==> src/rtl/qspi_pad_ctrl.sv <==
// qspi_pad_ctrl: lane-mode pad tri-state control with turnaround guard and delay-compensated receive sampling
module qspi_pad_ctrl #(
  parameter int LANES = 4,
  parameter int TURNAROUND = 1,
  parameter int SAMPLE_DLY_MAX = 3
) (
  input  logic                                  clk_i,
  input  logic                                  reset_ni,
  input  logic [1:0]                            mode_i,
  input  logic                                  dir_i,
  input  logic [LANES-1:0]                      core_data_i,
  input  logic                                  sample_strobe_i,
  input  logic [$clog2(SAMPLE_DLY_MAX+1)-1:0]   sample_dly_i,
  output logic [LANES-1:0]                      core_data_o,
  output logic                                  core_valid_o,
  output logic                                  busy_o,
  output logic [LANES-1:0]                      pad_data_o,
  output logic [LANES-1:0]                      pad_data_oen_o,
  input  logic [LANES-1:0]                      pad_data_i
);
  localparam int DW = $clog2(SAMPLE_DLY_MAX + 1);
  localparam int CW = TURNAROUND > 1 ? $clog2(TURNAROUND) : 1;
  localparam logic [CW-1:0] TURN_INIT = CW'(TURNAROUND > 0 ? TURNAROUND - 1 : 0);
  typedef enum logic [1:0] {IDLE, TURN, ACTIVE} state_t;
  state_t state_q, state_d;
  logic [2:0] cfg, cfg_q, cfg_d, tgt_q, tgt_d;
  logic [LANES-1:0] mask_q, mask_d, new_mask, lvl, pad_q, ir_q, rx_map, data_q;
  logic [CW-1:0] cnt_q, cnt_d;
  logic [SAMPLE_DLY_MAX:0] sh_q;
  logic [DW-1:0] dly;
  logic acc, valid_q;
  // cfg is {mode, dir}; lane1 stays MISO in single mode regardless of dir
  function automatic logic [LANES-1:0] mask_of(input logic [2:0] c);
    logic [LANES-1:0] m;
    m = '0;
    m[3:0] = c[2:1] == 2'd0 ? 4'b1101 : c[2:1] == 2'd1 ? (c[0] ? 4'b1111 : 4'b1100) : {4{c[0]}};
    if (c[2:1] == 2'd3) m = {LANES{c[0]}};
    return m;
  endfunction
  assign cfg = {(LANES == 4 && mode_i == 2'd3) ? 2'd2 : mode_i, dir_i};
  assign new_mask = mask_of(cfg);
  always_comb begin
    state_d = state_q;
    cfg_d = cfg_q;
    tgt_d = tgt_q;
    mask_d = mask_q;
    cnt_d = cnt_q;
    if (state_q == IDLE) begin
      tgt_d = cfg;
      if (TURNAROUND == 0) begin
        state_d = ACTIVE;
        cfg_d = cfg;
        mask_d = new_mask;
      end else begin
        state_d = TURN;
        mask_d = '0;
        cnt_d = TURN_INIT;
      end
    end else if (state_q == ACTIVE) begin
      if (cfg != cfg_q) begin
        tgt_d = cfg;
        if (TURNAROUND == 0 || (new_mask & ~mask_q) == '0) begin
          cfg_d = cfg;
          mask_d = new_mask;
        end else begin
          state_d = TURN;
          mask_d = mask_q & new_mask;
          cnt_d = TURN_INIT;
        end
      end
    end else if (cfg != tgt_q) begin
      tgt_d = cfg;
      mask_d = mask_q & new_mask;
      cnt_d = TURN_INIT;
    end else if (cnt_q == '0) begin
      state_d = ACTIVE;
      cfg_d = tgt_q;
      mask_d = mask_of(tgt_q);
    end else begin
      cnt_d = cnt_q - CW'(1);
    end
  end
  // WP# and HOLD# must stay high whenever lanes 2,3 are not data lanes
  always_comb begin
    lvl = core_data_i;
    if (cfg_d[2:1] < 2'd2) lvl[3:2] = 2'b11;
  end
  assign acc = sample_strobe_i && state_q != IDLE &&
               (cfg_q[2:1] == 2'd0 || (state_q == ACTIVE && !cfg_q[0]));
  assign dly = {1'b0, sample_dly_i} > (DW+1)'(SAMPLE_DLY_MAX) ? DW'(SAMPLE_DLY_MAX) : sample_dly_i;
  assign rx_map = cfg_q[2:1] == 2'd0 ? LANES'(ir_q[1]) :
                  cfg_q[2:1] == 2'd1 ? LANES'(ir_q[1:0]) :
                  cfg_q[2:1] == 2'd2 ? LANES'(ir_q[3:0]) : ir_q;
  always_ff @(posedge clk_i or negedge reset_ni) begin
    if (!reset_ni) begin
      state_q <= IDLE;
      cfg_q <= '0;
      tgt_q <= '0;
      mask_q <= '0;
      cnt_q <= '0;
      pad_q <= '0;
      ir_q <= '0;
      sh_q <= '0;
      data_q <= '0;
      valid_q <= 1'b0;
    end else begin
      state_q <= state_d;
      cfg_q <= cfg_d;
      tgt_q <= tgt_d;
      mask_q <= mask_d;
      cnt_q <= cnt_d;
      pad_q <= lvl & mask_d;
      ir_q <= pad_data_i;
      sh_q <= {sh_q[SAMPLE_DLY_MAX-1:0], acc};
      valid_q <= sh_q[dly];
      if (sh_q[dly]) data_q <= rx_map;
    end
  end
  assign pad_data_o = pad_q;
  assign pad_data_oen_o = ~mask_q;
  assign core_data_o = data_q;
  assign core_valid_o = valid_q;
  assign busy_o = state_q != ACTIVE;
endmodule

==> config.mk <==
export PLATFORM = sky130hd
export DESIGN_NAME = qspi_pad_ctrl
export DESIGN_NICKNAME = d
export VERILOG_FILES = /design/src/rtl/qspi_pad_ctrl.sv
export SDC_FILE = /design/constraint.sdc
export NUM_CORES = 1
export LEC_CHECK = 0
export BUFFER_PORTS_ARGS = -buffer_cell sky130_fd_sc_hd__buf_2
export CORE_MARGIN = 3
export CORE_UTILIZATION = 25
export CTS_CLUSTER_SIZE = 14
export DETAILED_ROUTE_END_ITERATION = 6
export PLACE_DENSITY_LB_ADDON = 0.12
export REMOVE_ABC_BUFFERS = 1
export SLEW_MARGIN = 5
export SYNTH_ARGS = -nofsm -noshare
export SYNTH_HDL_FRONTEND = slang
export SYNTH_SLANG_ARGS = --single-unit
==> constraint.sdc <==
create_clock -name clk_i -period 3.5 [get_ports clk_i]
set_input_delay 0.525 -clock clk_i [delete_from_list [all_inputs] [get_ports clk_i]]
set_output_delay 0.525 -clock clk_i [all_outputs]
set_load 0.02 [all_outputs]
# Word-level counts from Yosys, hierarchy flattened

Index checks and enable logic that the tools add are counted.

Shift-type cells: 0
$add $sub $neg: 1
Mux-type cells: 42
Bitwise operators: 5
$mul: 0
Div/mod/pow operators: 0
Order comparisons: 2
Reduce and logical (&&, ||, !) cells: 16
Equality and inequality tests: 18

Operator list:

| operator           | number |
|---|---|
| $mux 4             | 14 |
| $mux 3             | 10 |
| $mux 2             | 10 |
| $and 4x4->4        | 3 |
| $eq 2x2->1 const B | 4 |
| $logic_not 2->1    | 4 |
| $mux 1             | 7 |
| $eq 2x1->1 const B | 3 |
| $ne 2x1->1 const B | 3 |
| $ne 3x3->1         | 2 |
| $ne 3x3->1 const B | 2 |
| $reduce_and 5->1   | 1 |
| $logic_not 4->1    | 1 |
| $ne 2x2->1 const B | 2 |
| $not 4->4          | 1 |
| $reduce_and 2->1   | 2 |
| $reduce_and 4->1   | 1 |
| $logic_and 1x1->1  | 3 |
| $lt 2x3->1 const B | 1 |
| $ne 3x1->1 const B | 1 |
| $ne 3x2->1 const B | 1 |
| $reduce_bool 3->1  | 1 |
| $bmux 1 s2         | 1 |
| $lt 2x2->1 const B | 1 |
| other kinds (5)    | 5 |

Bits in latches: 0
Logic and storage cells: 95
Bits in registers: 30
Bits in read-only memories: 0
Memories kept: 0
RAM bits: 0
Input port bits: 16

# Depth between registers and ports, before layout

Gate-level depths: netlist of run 1.

Word-level depth: 15
Gate-level depth with buffers: 8
Depth with buffers taken out: 6

# Worst setup path after synthesis of run 1

Ideal clock, no wire load.

Kind: input port to flip-flop
Start: input mode_i[0]
End: register pad_q[1] (netlist: pad_data_o[1])
Data required time: 3.378 ns
Path buffers: 1
Stages on the path: 6
Path slack: 1.678 ns
Data arrival time: 1.701 ns
Library setup time: 0.122 ns
Cell sequence: buf_6 xor2_2 o31ai_4 nand2_2 a311o_1 a32o_1

Cells in the longest elaborated chain, start to end: 13
Elaborated cells on any way between the ends: 19
Those cells by class: eq/ne (5); mux (9); bitwise (3); reduce/logical (2)

RTL lines:

| element                | line | source |
|---|---|---|
| start: declaration     | 9    | `input logic [1:0] mode_i,` |
| $eq 2x2->1             | 40   | `assign cfg = {(LANES == 4 && mode_i == 2'd3) ? 2'd2 : mode_i, dir_i};` |
| $mux 2 *               | 40   |  |
| $eq 2x1->1             | 36   | `m[3:0] = c[2:1] == 2'd0 ? 4'b1101 : c[2:1] == 2'd1 ? (c[0] ? 4'b1111 : 4'b1100) : {4{c[0]}};` |
| $mux 4 (2 in a row)    | 36   |  |
| $mux 4                 | 37   | `if (c[2:1] == 2'd3) m = {LANES{c[0]}};` |
| $and 4x4->4            | 62   | `if (TURNAROUND == 0 \|\| (new_mask & ~mask_q) == '0) begin` |
| $logic_not 4->1        | 62   |  |
| $mux 4                 | 62   |  |
| $mux 4                 | 60   | `if (cfg != cfg_q) begin` |
| $mux 4 *               | 59   | `end else if (state_q == ACTIVE) begin` |
| $mux 4 *               | 48   | `if (state_q == IDLE) begin` |
| $and 4x4->4 *          | 112  | `pad_q <= lvl & mask_d;` |
| end signal: assignment | 112  |  |
| end: declaration       | 27   | `logic [LANES-1:0] mask_q, mask_d, new_mask, lvl, pad_q, ir_q, rx_map, data_q;` |

Mark *: on every way between the ends. The rest lies on a longest branch, timed or not.
A chain may end at the register's enable or synchronous reset.

# Worst setup path in the final report of run 1

Start: register state_q[0]
End: output busy_o

Cells in the longest elaborated chain, start to end: 1

RTL lines:

| element                  | line | source |
|---|---|---|
| start: declaration       | 25   | `state_t state_q, state_d;` |
| start signal: assignment | 107  | `state_q <= state_d;` |
| $ne 2x2->1               | 123  | `assign busy_o = state_q != ACTIVE;` |
| end: declaration         | 16   | `output logic busy_o,` |

No other way between the ends.

==> impl_metrics.prom, run 1 <==
# TYPE chip_impl_metric gauge
chip_impl_metric{name="cap_viol_max_count",unit=""} 0
chip_impl_metric{name="place.gp.congestion",unit=""} 0.844
chip_impl_info{name="worstHoldPathType",value="primary input to asynchronous set/reset pin"} 1
chip_impl_metric{name="maxSlewHeadroom",unit="%"} 56.3
chip_impl_metric{name="power_per_cell_area",unit="nW/um^2"} 630
chip_impl_metric{name="seq_power_share",unit="%"} 45.9
chip_impl_metric{name="drt_drc_violations_left",unit=""} 0
chip_impl_metric{name="hold_violations",unit=""} 0
chip_impl_info{name="tritoncts",value="yes"} 1
chip_impl_metric{name="max_freq",unit="GHz"} 0.537
chip_impl_info{name="crit_path_start_kind",value="flip-flop"} 1
chip_impl_info{name="cp_slowest_cell",value="sky130_fd_sc_hd__dfrtp_1"} 1
chip_impl_metric{name="setup_violations",unit=""} 0
chip_impl_metric{name="detail-route-antenna-nets",unit=""} 0
chip_impl_metric{name="vdd_ir_drop_max",unit="V"} 0.000202
chip_impl_metric{name="power_switching",unit="mW"} 0.374
chip_impl_metric{name="initialDrtViolationCount",unit=""} 26
chip_impl_metric{name="syn_to_final_growth",unit="%"} 19.6
chip_impl_metric{name="postCtsSetupBuffers",unit=""} 0
chip_impl_metric{name="total_power",unit="mW"} 1.05
chip_impl_info{name="rsz0062_at_grt",value="no"} 1
chip_impl_metric{name="die_x",unit="um"} 80.8
chip_impl_metric{name="dp_cells",unit=""} 216
chip_impl_info{name="postSynth.topFlopCell",value="sky130_fd_sc_hd__dfrtp_1"} 1
chip_impl_metric{name="intPower",unit="mW"} 0.681
chip_impl_metric{name="synth_enable_flop_cells",unit=""} 0
chip_impl_metric{name="ys.warnings.count",unit=""} 0
chip_impl_metric{name="critPathRequiredTime",unit="ns"} 2.97
chip_impl_metric{name="num_vias",unit=""} 1058
chip_impl_info{name="worst-setup-path-type",value="flip-flop to output port"} 1
chip_impl_metric{name="std_cell_rows",unit=""} 26
chip_impl_metric{name="placeableCoreArea",unit="um^2"} 5270
chip_impl_metric{name="routed_via_density",unit=""} 4.72
chip_impl_metric{name="clkTransAtPathRegs",unit="ns"} 0.07
chip_impl_metric{name="ys_async_sr_fraction",unit="%"} 100
chip_impl_metric{name="hold_slack",unit="ns"} 0.280
chip_impl_metric{name="pin_count",unit=""} 30
chip_impl_metric{name="pwr-share-clk",unit="%"} 24.7
chip_impl_info{name="final_cell_mix",value="sky130_fd_sc_hd__dfrtp_1, sky130_fd_sc_hd__buf_2, sky130_fd_sc_hd__inv_1"} 1
chip_impl_metric{name="synth_area",unit="um^2"} 1400
chip_impl_metric{name="initial_core_util",unit="%"} 26.6
chip_impl_metric{name="detail_route.first_pass.iterations",unit=""} 4
chip_impl_metric{name="yosys.cell_types.count",unit=""} 50
chip_impl_metric{name="grt_antenna_before_repair",unit=""} 0
chip_impl_metric{name="numClockSinks",unit=""} 29
chip_impl_metric{name="power.switching_fraction",unit="%"} 35.4
chip_impl_info{name="synth_top_family_by_area",value="compound AO/OA/AOI/OAI gates"} 1
chip_impl_info{name="status",value="finished, final reports clean"} 1
chip_impl_info{name="setup.worst_path.end_class",value="output port"} 1
chip_impl_info{name="crit_chain",value="nor2b_2 -> inv_1 -> buf_2"} 1
chip_impl_info{name="cts_root_buf",value="sky130_fd_sc_hd__clkbuf_8"} 1
chip_impl_metric{name="post_synth_mux_area_share",unit="%"} 3.93
chip_impl_metric{name="finish.net_count",unit=""} 169
chip_impl_metric{name="synth_adder_area_share",unit="%"} 0
chip_impl_metric{name="setup_skew_after_layout",unit="ns"} 0.00654
chip_impl_metric{name="synthesized_area_fraction_occupied_by_ao_oa_aoi_and_oai_cells",unit="%"} 19.8
chip_impl_metric{name="port_buffers",unit=""} 29
chip_impl_metric{name="drt-wirelength-per-cell",unit="um"} 14.6
chip_impl_metric{name="postCtsResizedCells",unit=""} 0
chip_impl_metric{name="slew_viol_final",unit=""} 0
chip_impl_metric{name="die_h",unit="um"} 80.8
chip_impl_metric{name="ctsHtreeMaxLevel",unit=""} 2
chip_impl_metric{name="final_cells",unit=""} 224
chip_impl_metric{name="hpwl",unit="um"} 2410
chip_impl_metric{name="final.period_utilization",unit="%"} 53.2
chip_impl_metric{name="syn-instance-count",unit=""} 123
chip_impl_metric{name="ctsLongestPathBuffers",unit=""} 2
chip_impl_metric{name="numCtsBuffers",unit=""} 5
chip_impl_metric{name="avgSynthCellArea",unit="um^2"} 11.4
chip_impl_metric{name="tightest_slew",unit="ns"} 0.656
chip_impl_metric{name="critical_path_peak_fanout",unit=""} 10
chip_impl_metric{name="finalWorstPathRequiredPeriod",unit="ns"} 1.86
chip_impl_metric{name="worst_path_largest_cell_delay",unit="ns"} 0.52
chip_impl_metric{name="clk_latency",unit="ns"} 0.28
chip_impl_metric{name="setup_total_negative_slack",unit="ns"} 0
chip_impl_metric{name="fillers",unit=""} 562
chip_impl_metric{name="yosys.area_share.xor_xnor",unit="%"} 3.04
chip_impl_metric{name="grt_remaining_overflow",unit=""} 0
chip_impl_metric{name="via_count_of_the_first_global_routing_pass",unit=""} 1092
chip_impl_metric{name="synth.ff_latch_count",unit=""} 29
chip_impl_metric{name="part_of_the_power_in_combinational_logic",unit="%"} 29.4
chip_impl_metric{name="grt_util_all_layers",unit="%"} 10.9
chip_impl_metric{name="dieArea",unit="um^2"} 6530
chip_impl_metric{name="worst-endpoint-arrival",unit="ns"} 1.34
chip_impl_metric{name="synth_simple_gate_area_share",unit="%"} 15.5
chip_impl_metric{name="drive_above_1_share",unit="%"} 33.8
chip_impl_metric{name="antenna_cells_inserted",unit=""} 0
chip_impl_metric{name="drt-total-wl",unit="um"} 3270
chip_impl_metric{name="synth_sequential_area_ratio",unit="%"} 51.8
chip_impl_metric{name="maximum_number_of_pins_on_one_net_before_global_route_repair",unit=""} 30
chip_impl_metric{name="leakagePower",unit="nW"} 0.729
chip_impl_metric{name="grt_first_pass_wirelength",unit="um"} 5190
chip_impl_metric{name="ctsHoldBuffers",unit=""} 0
[kinds of logic after synthesis]
family | Yosys count
XOR/XNOR | 4
AND/OR/NAND/NOR | 37
buffers and inverters | 16
flip-flops | 29
multiplexers | 4
AO/OA/AOI/OAI | 33
[through the flow]
step                      cell area (um^2)  util [%]  setup slack, ns
after floorplan                       1360         -             1.80
after global placement                1590      30.1             1.52
after detailed placement              1590      30.1             1.50
after CTS                             1670      31.8             1.66
after global routing                  1670      31.8             1.55
final                                 1670      31.8             1.64
[final cells by class]
type                       instances  area, um^2  share of cell area [%]
sequential                        29         726                    43.3
multi-input combinational         78         592                    35.4
timing repair buffer              29         145                    8.67
tap                               70        87.6                    5.23
clock buffer                       5        68.8                    4.11
inverter                          10        37.5                    2.24
clock inverter                     3        17.5                    1.05
[registers in the layout, indices dropped and copies added (netlist names)]
name / cells
ir_q: 4
tgt_q: 3
pad_data_o: 4
core_valid_o: 1
cfg_q: 3
core_data_o: 4
state_q: 2
sh_q: 4
mask_q: 4
[final timing paths]
kind                               start        to  slack [ns]  cells after the start
setup / recovery              state_q[0]    busy_o        1.64                      3
hold / removal                  reset_ni   sh_q[2]        0.28                      1
setup reg to reg              state_q[0]  cfg_q[0]        1.67                      6
hold reg to reg                  sh_q[2]   sh_q[3]        0.38                      0
max in group asynchronous       reset_ni   ir_q[0]        2.80                      1
min in group clk_i         pad_data_i[2]   ir_q[2]        0.35                      1
[power by group through the flow]
| stage | combinational, mW | sequential (mW) | clock, mW |
|---|---|---|---|
| after floorplan | 0.178 | 0.508 | 0 |
| after global placement | 0.307 | 0.487 | 0 |
| after detailed placement | 0.312 | 0.490 | 0 |
| after CTS | 0.313 | 0.485 | 0.274 |
| after global routing | 0.340 | 0.496 | 0.294 |
| final | 0.310 | 0.484 | 0.260 |
[per-layer routing]
layer	track usage, %	wire length (um)	up-vias
met3	3.33	184	4
met1	13.3	1540	518
met2	17.1	1510	35
li1	-	-	501
met5	0	0	-
met4	5.91	42	0
[cells in the mapped netlist, drive strengths merged, types with 2 or more instances]
cell / n / area share, %
mux2: 2 / 1.6
nor2b: 4 / 2.0
nand2: 6 / 1.8
a32o: 2 / 1.4
and3: 3 / 1.3
nand3: 3 / 1.1
nor2: 7 / 2.1
nor3: 2 / 0.71
a211oi: 2 / 1.1
xnor2: 2 / 1.3
o21a: 2 / 1.1
o22ai: 3 / 1.3
o21ai: 5 / 1.8
or2: 2 / 0.89
nand3b: 3 / 1.6
inv: 10 / 2.7
buf: 6 / 3.2
xor2: 2 / 1.8
dfrtp: 29 / 52
a21oi: 5 / 2.1
nand2b: 2 / 0.89
o31ai: 2 / 2.1
[critical path, delay by kind of cell (launching register included)]
kind | cells | cell delay (ns)
flip-flops | 1 | 0.52
AND/OR/NAND/NOR | 1 | 0.24
buffers and inverters | 2 | 0.30
(Power assumes the default switching activity.)
==> inputs of run 2 (changes only) <==
clock period = 1.85 ns   (was 3.5 ns; I/O delays follow)
==> run 2 against run 1 <==
  * Via count rose by 1.8%
  * Sequential share of layout area down 2.1 points
  * Die area stayed put
  * Clock power grew to 2.6 times the previous value
  * Power is 110% higher
  * Final area grew 5.0%
  * Worst hold slack worse by 0.26 ns
  * Flip-flop and latch count unchanged
  * Largest power group unchanged
  * Highest routed layer unchanged
==> impl_metrics.prom, run 2 (synthesized netlist as in run 1, its figures left out) <==
# TYPE chip_impl_metric gauge
chip_impl_info{name="status",value="finished, final reports clean"} 1
chip_impl_info{name="crit_path_start_kind",value="flip-flop"} 1
chip_impl_metric{name="drt-wirelength-per-cell",unit="um"} 13.8
chip_impl_info{name="worst-setup-path-type",value="flip-flop to flip-flop"} 1
chip_impl_info{name="rr_endpoint",value="pad_data_o[1]"} 1
chip_impl_metric{name="numCtsBuffers",unit=""} 5
chip_impl_metric{name="grt_remaining_overflow",unit=""} 0
chip_impl_metric{name="initialDrtViolationCount",unit=""} 40
chip_impl_metric{name="die_x",unit="um"} 80.8
chip_impl_metric{name="cap_viol_max_count",unit=""} 0
chip_impl_metric{name="via_count_of_the_first_global_routing_pass",unit=""} 1127
chip_impl_info{name="setup.worst_path.end_class",value="flip-flop"} 1
chip_impl_metric{name="clkTransAtPathRegs",unit="ns"} 0.06
chip_impl_metric{name="layout.core_utilization",unit="%"} 33.4
chip_impl_metric{name="fillers",unit=""} 562
chip_impl_metric{name="maxSlewHeadroom",unit="%"} 57.5
chip_impl_metric{name="ctsLongestPathBuffers",unit=""} 2
chip_impl_metric{name="place.gp.congestion",unit=""} 0.856
chip_impl_metric{name="setup_skew_after_layout",unit="ns"} 0.00587
chip_impl_metric{name="total_power",unit="mW"} 2.20
chip_impl_info{name="worstHoldPathType",value="primary input to asynchronous set/reset pin"} 1
chip_impl_metric{name="finalWorstPathRequiredPeriod",unit="ns"} 1.75
chip_impl_metric{name="numClockSinks",unit=""} 29
chip_impl_metric{name="max_freq",unit="GHz"} 0.571
chip_impl_metric{name="maximum_number_of_pins_on_one_net_before_global_route_repair",unit=""} 30
chip_impl_metric{name="grt_util_all_layers",unit="%"} 11.2
chip_impl_metric{name="postCtsSetupBuffers",unit=""} 0
chip_impl_metric{name="leakagePower",unit="nW"} 0.777
chip_impl_metric{name="placeableCoreArea",unit="um^2"} 5270
chip_impl_metric{name="ff2ff_path_depth",unit=""} 5
chip_impl_metric{name="dieArea",unit="um^2"} 6530
chip_impl_metric{name="syn_to_final_growth",unit="%"} 25.6
chip_impl_metric{name="critPathRequiredTime",unit="ns"} 2.02
chip_impl_metric{name="die_h",unit="um"} 80.8
chip_impl_metric{name="postCtsResizedCells",unit=""} 0
chip_impl_metric{name="routed_via_density",unit=""} 4.66
chip_impl_metric{name="tightest_slew",unit="ns"} 0.637
chip_impl_info{name="tritoncts",value="yes"} 1
chip_impl_metric{name="antenna_cells_inserted",unit=""} 0
chip_impl_metric{name="hold_violations",unit=""} 0
chip_impl_metric{name="worst-endpoint-arrival",unit="ns"} 1.92
chip_impl_metric{name="critical_path_peak_fanout",unit=""} 6
chip_impl_info{name="rr_startpoint",value="tgt_q[1]"} 1
chip_impl_metric{name="final.period_utilization",unit="%"} 94.7
chip_impl_metric{name="grt_antenna_before_repair",unit=""} 0
chip_impl_metric{name="drt-total-wl",unit="um"} 3200
chip_impl_info{name="final_cell_mix",value="sky130_fd_sc_hd__dfrtp_1, sky130_fd_sc_hd__buf_2, sky130_fd_sc_hd__inv_1"} 1
chip_impl_metric{name="detail-route-antenna-nets",unit=""} 0
chip_impl_info{name="cts_root_buf",value="sky130_fd_sc_hd__clkbuf_8"} 1
chip_impl_metric{name="slew_viol_final",unit=""} 0
chip_impl_metric{name="ff2ff_setup_slack",unit="ns"} 0.1
chip_impl_metric{name="ctsHoldBuffers",unit=""} 0
chip_impl_metric{name="pin_count",unit=""} 30
chip_impl_metric{name="num_vias",unit=""} 1077
chip_impl_metric{name="setup_total_negative_slack",unit="ns"} 0
chip_impl_metric{name="setup_violations",unit=""} 0
chip_impl_metric{name="port_buffers",unit=""} 29
chip_impl_metric{name="grt_first_pass_wirelength",unit="um"} 5450
chip_impl_metric{name="clk_latency",unit="ns"} 0.28
chip_impl_info{name="rsz0062_at_grt",value="no"} 1
chip_impl_metric{name="vdd_ir_drop_max",unit="V"} 0.000418
chip_impl_metric{name="ctsHtreeMaxLevel",unit=""} 2
chip_impl_metric{name="power_per_cell_area",unit="nW/um^2"} 1250
chip_impl_metric{name="drive_above_1_share",unit="%"} 36.6
chip_impl_metric{name="initial_core_util",unit="%"} 26.6
chip_impl_metric{name="std_cell_rows",unit=""} 26
chip_impl_metric{name="detail_route.first_pass.iterations",unit=""} 4
chip_impl_metric{name="finish.net_count",unit=""} 176
chip_impl_metric{name="hpwl",unit="um"} 2490
chip_impl_metric{name="drt_drc_violations_left",unit=""} 0
run 2: changes by cell type in the layout (fill, tap and decap cells not counted):
cell and delta:
sky130_fd_sc_hd__and3_2 +1, sky130_fd_sc_hd__clkinvlp_4 -1, sky130_fd_sc_hd__and3_1 -1, sky130_fd_sc_hd__clkbuf_8 +1
sky130_fd_sc_hd__bufinv_16 +1, sky130_fd_sc_hd__clkbuf_1 +1, sky130_fd_sc_hd__clkinv_2 -2, sky130_fd_sc_hd__buf_4 +7
run 2: worst max-delay path by stage:
| stage | start | endpoint | slack (ns) |
|---|---|---|---|
| 2_1_floorplan | state_q[0] | pad_data_o[2] | 0.24 |
| 3_3_place_gp | mode_i[0] | pad_data_o[1] | 0.11 |
| 5_1_grt | tgt_q[1] | pad_data_o[1] | 0.02 |
| 4_1_cts | tgt_q[1] | pad_data_o[1] | 0.08 |
| 3_5_place_dp | tgt_q[1] | pad_data_o[1] | 0.08 |
| 6_report | tgt_q[1] | pad_data_o[1] | 0.1 |
run 2: routing by layer:
layer  GRT usage [%]  vias up  routed length (um)
met5               0        -                   0
met4            6.42        0                  68
met3            3.33        7                 228
met2            17.8       42                1530
met1            13.5      514                1370
li1                -      514                   -
run 2: metrics by stage:
stage	area (um^2)	hold slack, ns	setup WS, ns	cells
5_1_grt	1760	0.0817	0.0152	231
2_1_floorplan	1360	-0.0181	0.240	117
6_report	1760	0.0208	0.0981	231
4_1_cts	1760	0.0395	0.0785	231
3_5_place_dp	1640	0.344	0.0829	223
3_3_place_gp	1640	0.340	0.111	223
run 2: layout make-up:
type                            count  area (um^2)  area share (%)
Sequential cell                    29          726            41.3
Multi-Input combinational cell     78          593            33.7
Timing Repair Buffer               36          198            11.2
Tap cell                           70         87.6            4.98
Inverter                           10         37.5            2.14
Clock inverter                      1         30.0            1.71
Clock buffer                        7         86.3            4.91
run 2: worst max-delay path, stage by stage, from the launching register on:
cell and delay (ns):
sky130_fd_sc_hd__dfrtp_1 0.46, sky130_fd_sc_hd__xor2_2 0.20, sky130_fd_sc_hd__o31ai_4 0.27, sky130_fd_sc_hd__nand2_2 0.10, sky130_fd_sc_hd__a311o_1 0.35, sky130_fd_sc_hd__a32o_1 0.27
run 2: where the power goes:
group,internal (mW),total [mW],switching [mW]
Combinational,0.286,0.653,0.367
Sequential,0.779,0.877,0.0977
Clock,0.438,0.668,0.230
Total,1.50,2.20,0.695
==> inputs of run 3 (changes only) <==
REMOVE_ABC_BUFFERS = not set   (was 1)
==> run 3 against run 2 <==
  * Final area decreased by 2.6%
  * Clock skew rose by 0.0039 ns
  * Via count shrank 3.7%
  * Clock-buffer cell count unchanged
  * Non-clock buffer count fell by 2
  * Flip-flop and latch count unchanged
  * Core utilization shrank 0.88 points
  * Largest cell class unchanged
  * Wire length decreased by 1.9%
==> impl_metrics.prom, run 3 (synthesized netlist as in run 1, its figures left out) <==
# TYPE chip_impl_metric gauge
chip_impl_metric{name="syn_to_final_growth",unit="%"} 22.3
chip_impl_metric{name="drt-total-wl",unit="um"} 3140
chip_impl_metric{name="dieArea",unit="um^2"} 6530
chip_impl_metric{name="via_count_of_the_first_global_routing_pass",unit=""} 1063
chip_impl_metric{name="numCtsBuffers",unit=""} 5
chip_impl_info{name="rr_endpoint",value="pad_data_o[1]"} 1
chip_impl_info{name="rr_startpoint",value="tgt_q[1]"} 1
chip_impl_metric{name="ctsLongestPathBuffers",unit=""} 2
chip_impl_info{name="cp_slowest_cell",value="sky130_fd_sc_hd__dfrtp_1"} 1
chip_impl_metric{name="placed_area",unit="um^2"} 1630
chip_impl_metric{name="fillers",unit=""} 561
chip_impl_metric{name="critical_path_peak_fanout",unit=""} 6
chip_impl_info{name="worst-setup-path-type",value="flip-flop to flip-flop"} 1
chip_impl_metric{name="die_h",unit="um"} 80.8
chip_impl_metric{name="postLayoutCellArea",unit="um^2"} 1710
chip_impl_metric{name="maxSlewHeadroom",unit="%"} 56.7
chip_impl_metric{name="clk_latency",unit="ns"} 0.28
chip_impl_metric{name="antenna_cells_inserted",unit=""} 0
chip_impl_metric{name="initialDrtViolationCount",unit=""} 22
chip_impl_metric{name="place.gp.congestion",unit=""} 0.841
chip_impl_metric{name="setup_total_negative_slack",unit="ns"} 0
chip_impl_metric{name="finalWorstPathRequiredPeriod",unit="ns"} 1.73
chip_impl_metric{name="die_x",unit="um"} 80.8
chip_impl_metric{name="ff2ff_setup_slack",unit="ns"} 0.12
chip_impl_metric{name="drt_drc_violations_left",unit=""} 0
chip_impl_metric{name="num_vias",unit=""} 1037
chip_impl_metric{name="worst_path_largest_cell_delay",unit="ns"} 0.45
chip_impl_metric{name="port_buffers",unit=""} 29
chip_impl_metric{name="slew_viol_final",unit=""} 0
chip_impl_metric{name="detail-route-antenna-nets",unit=""} 0
chip_impl_metric{name="grt_first_pass_wirelength",unit="um"} 5190
chip_impl_metric{name="numClockSinks",unit=""} 29
chip_impl_metric{name="ctsHtreeMaxLevel",unit=""} 2
chip_impl_metric{name="grt_antenna_before_repair",unit=""} 0
chip_impl_metric{name="postCtsResizedCells",unit=""} 0
chip_impl_metric{name="cap_viol_max_count",unit=""} 0
chip_impl_metric{name="initial_core_util",unit="%"} 26.6
chip_impl_metric{name="ctsHoldBuffers",unit=""} 0
chip_impl_metric{name="finish.net_count",unit=""} 174
chip_impl_info{name="tritoncts",value="yes"} 1
chip_impl_metric{name="setup_violations",unit=""} 0
chip_impl_metric{name="routed_via_density",unit=""} 4.55
chip_impl_metric{name="maximum_number_of_pins_on_one_net_before_global_route_repair",unit=""} 30
chip_impl_metric{name="max_freq",unit="GHz"} 0.577
chip_impl_metric{name="leakagePower",unit="nW"} 0.753
chip_impl_metric{name="hold_violations",unit=""} 0
chip_impl_info{name="worstHoldPathType",value="primary input to asynchronous set/reset pin"} 1
chip_impl_info{name="crit_chain",value="xor2_2 -> o31ai_4 -> nand2_2 -> a311o_1 -> a32o_1"} 1
chip_impl_info{name="status",value="finished, final reports clean"} 1
chip_impl_metric{name="clkTransAtPathRegs",unit="ns"} 0.06
chip_impl_metric{name="grt_util_all_layers",unit="%"} 10.6
chip_impl_info{name="rsz0062_at_grt",value="no"} 1
chip_impl_metric{name="drt-wirelength-per-cell",unit="um"} 13.8
chip_impl_metric{name="hpwl",unit="um"} 2370
chip_impl_metric{name="syn_nets",unit=""} 139
chip_impl_metric{name="tightest_slew",unit="ns"} 0.650
chip_impl_metric{name="power_per_cell_area",unit="nW/um^2"} 1200
chip_impl_info{name="final_cell_mix",value="sky130_fd_sc_hd__dfrtp_1, sky130_fd_sc_hd__buf_2, sky130_fd_sc_hd__inv_1"} 1
chip_impl_metric{name="grt_remaining_overflow",unit=""} 0
chip_impl_metric{name="layout_setup_ws",unit="ns"} 0.116
chip_impl_metric{name="final.period_utilization",unit="%"} 93.7
chip_impl_metric{name="postCtsSetupBuffers",unit=""} 0
chip_impl_metric{name="std_cell_rows",unit=""} 26
chip_impl_metric{name="ff2ff_path_depth",unit=""} 5
chip_impl_metric{name="placeableCoreArea",unit="um^2"} 5270
chip_impl_metric{name="setup_skew_after_layout",unit="ns"} 0.00973
chip_impl_metric{name="vdd_ir_drop_max",unit="V"} 0.000372
chip_impl_metric{name="preCtsSetupSlack",unit="ns"} 0.0982
chip_impl_metric{name="detail_route.first_pass.iterations",unit=""} 4
chip_impl_metric{name="drive_above_1_share",unit="%"} 34.8
chip_impl_metric{name="critPathRequiredTime",unit="ns"} 2.02
chip_impl_metric{name="pin_count",unit=""} 30
chip_impl_info{name="setup.worst_path.end_class",value="flip-flop"} 1
chip_impl_info{name="crit_path_start_kind",value="flip-flop"} 1
chip_impl_metric{name="worst-endpoint-arrival",unit="ns"} 1.90
chip_impl_info{name="cts_root_buf",value="sky130_fd_sc_hd__clkbuf_8"} 1
[run 3: cell types whose count changed in the layout (fill, tap and decap cells not counted)]
cell                        change
sky130_fd_sc_hd__bufinv_16      -1
sky130_fd_sc_hd__buf_4          -2
sky130_fd_sc_hd__and3_2         -1
sky130_fd_sc_hd__and3_1         +1
[run 3: layout make-up]
cell class | instances | area (um^2) | area share [%]
Sequential cell | 29 | 726 | 42.4
Multi-Input combinational cell | 78 | 592 | 34.6
Timing Repair Buffer | 34 | 183 | 10.7
Tap cell | 70 | 87.6 | 5.12
Clock buffer | 7 | 86.3 | 5.04
Inverter | 10 | 37.5 | 2.19
[run 3: where the power goes]
group	leakage (nW)	internal, mW	total [mW]	switching [mW]
clock	0.0443	0.294	0.526	0.231
combinational	0.348	0.282	0.653	0.372
sequential	0.361	0.780	0.876	0.0962
[run 3: layer usage]
metal	part of all wire [%]	wire (um)	track usage, %
met5	0	0	0
met2	50	1560	18.0
met1	44	1390	12.5
met4	1.3	41	3.55
met3	4.8	150	3.66
[run 3: critical path: cells and delay by family (launching register included)]
family | cells | cell delay, ns
AOI/OAI and AO/OA | 3 | 0.88
xor gates and xnor gates | 1 | 0.19
DFF | 1 | 0.45
and+or+nand+nor | 1 | 0.10
[run 3: worst max path at each step]
stage / startpoint / end / cells after the start
after floorplan: tgt_q[1] / pad_data_o[1] / 5
after global placement: mode_i[0] / pad_data_o[1] / 6
after detailed placement: mode_i[0] / pad_data_o[1] / 6
after CTS: tgt_q[1] / pad_data_o[1] / 5
after global routing: tgt_q[1] / pad_data_o[1] / 5
final: tgt_q[1] / pad_data_o[1] / 5
[run 3: metrics by stage]
step	util (%)	std cells	hold WS (ns)	power [mW]
2_1_floorplan	-	123	-0.0181	1.32
3_3_place_gp	30.8	221	0.348	1.55
3_5_place_dp	30.8	221	0.354	1.55
4_1_cts	32.5	228	0.0548	2.08
5_1_grt	32.5	228	0.0881	2.19
6_report	32.5	228	0.0206	2.05
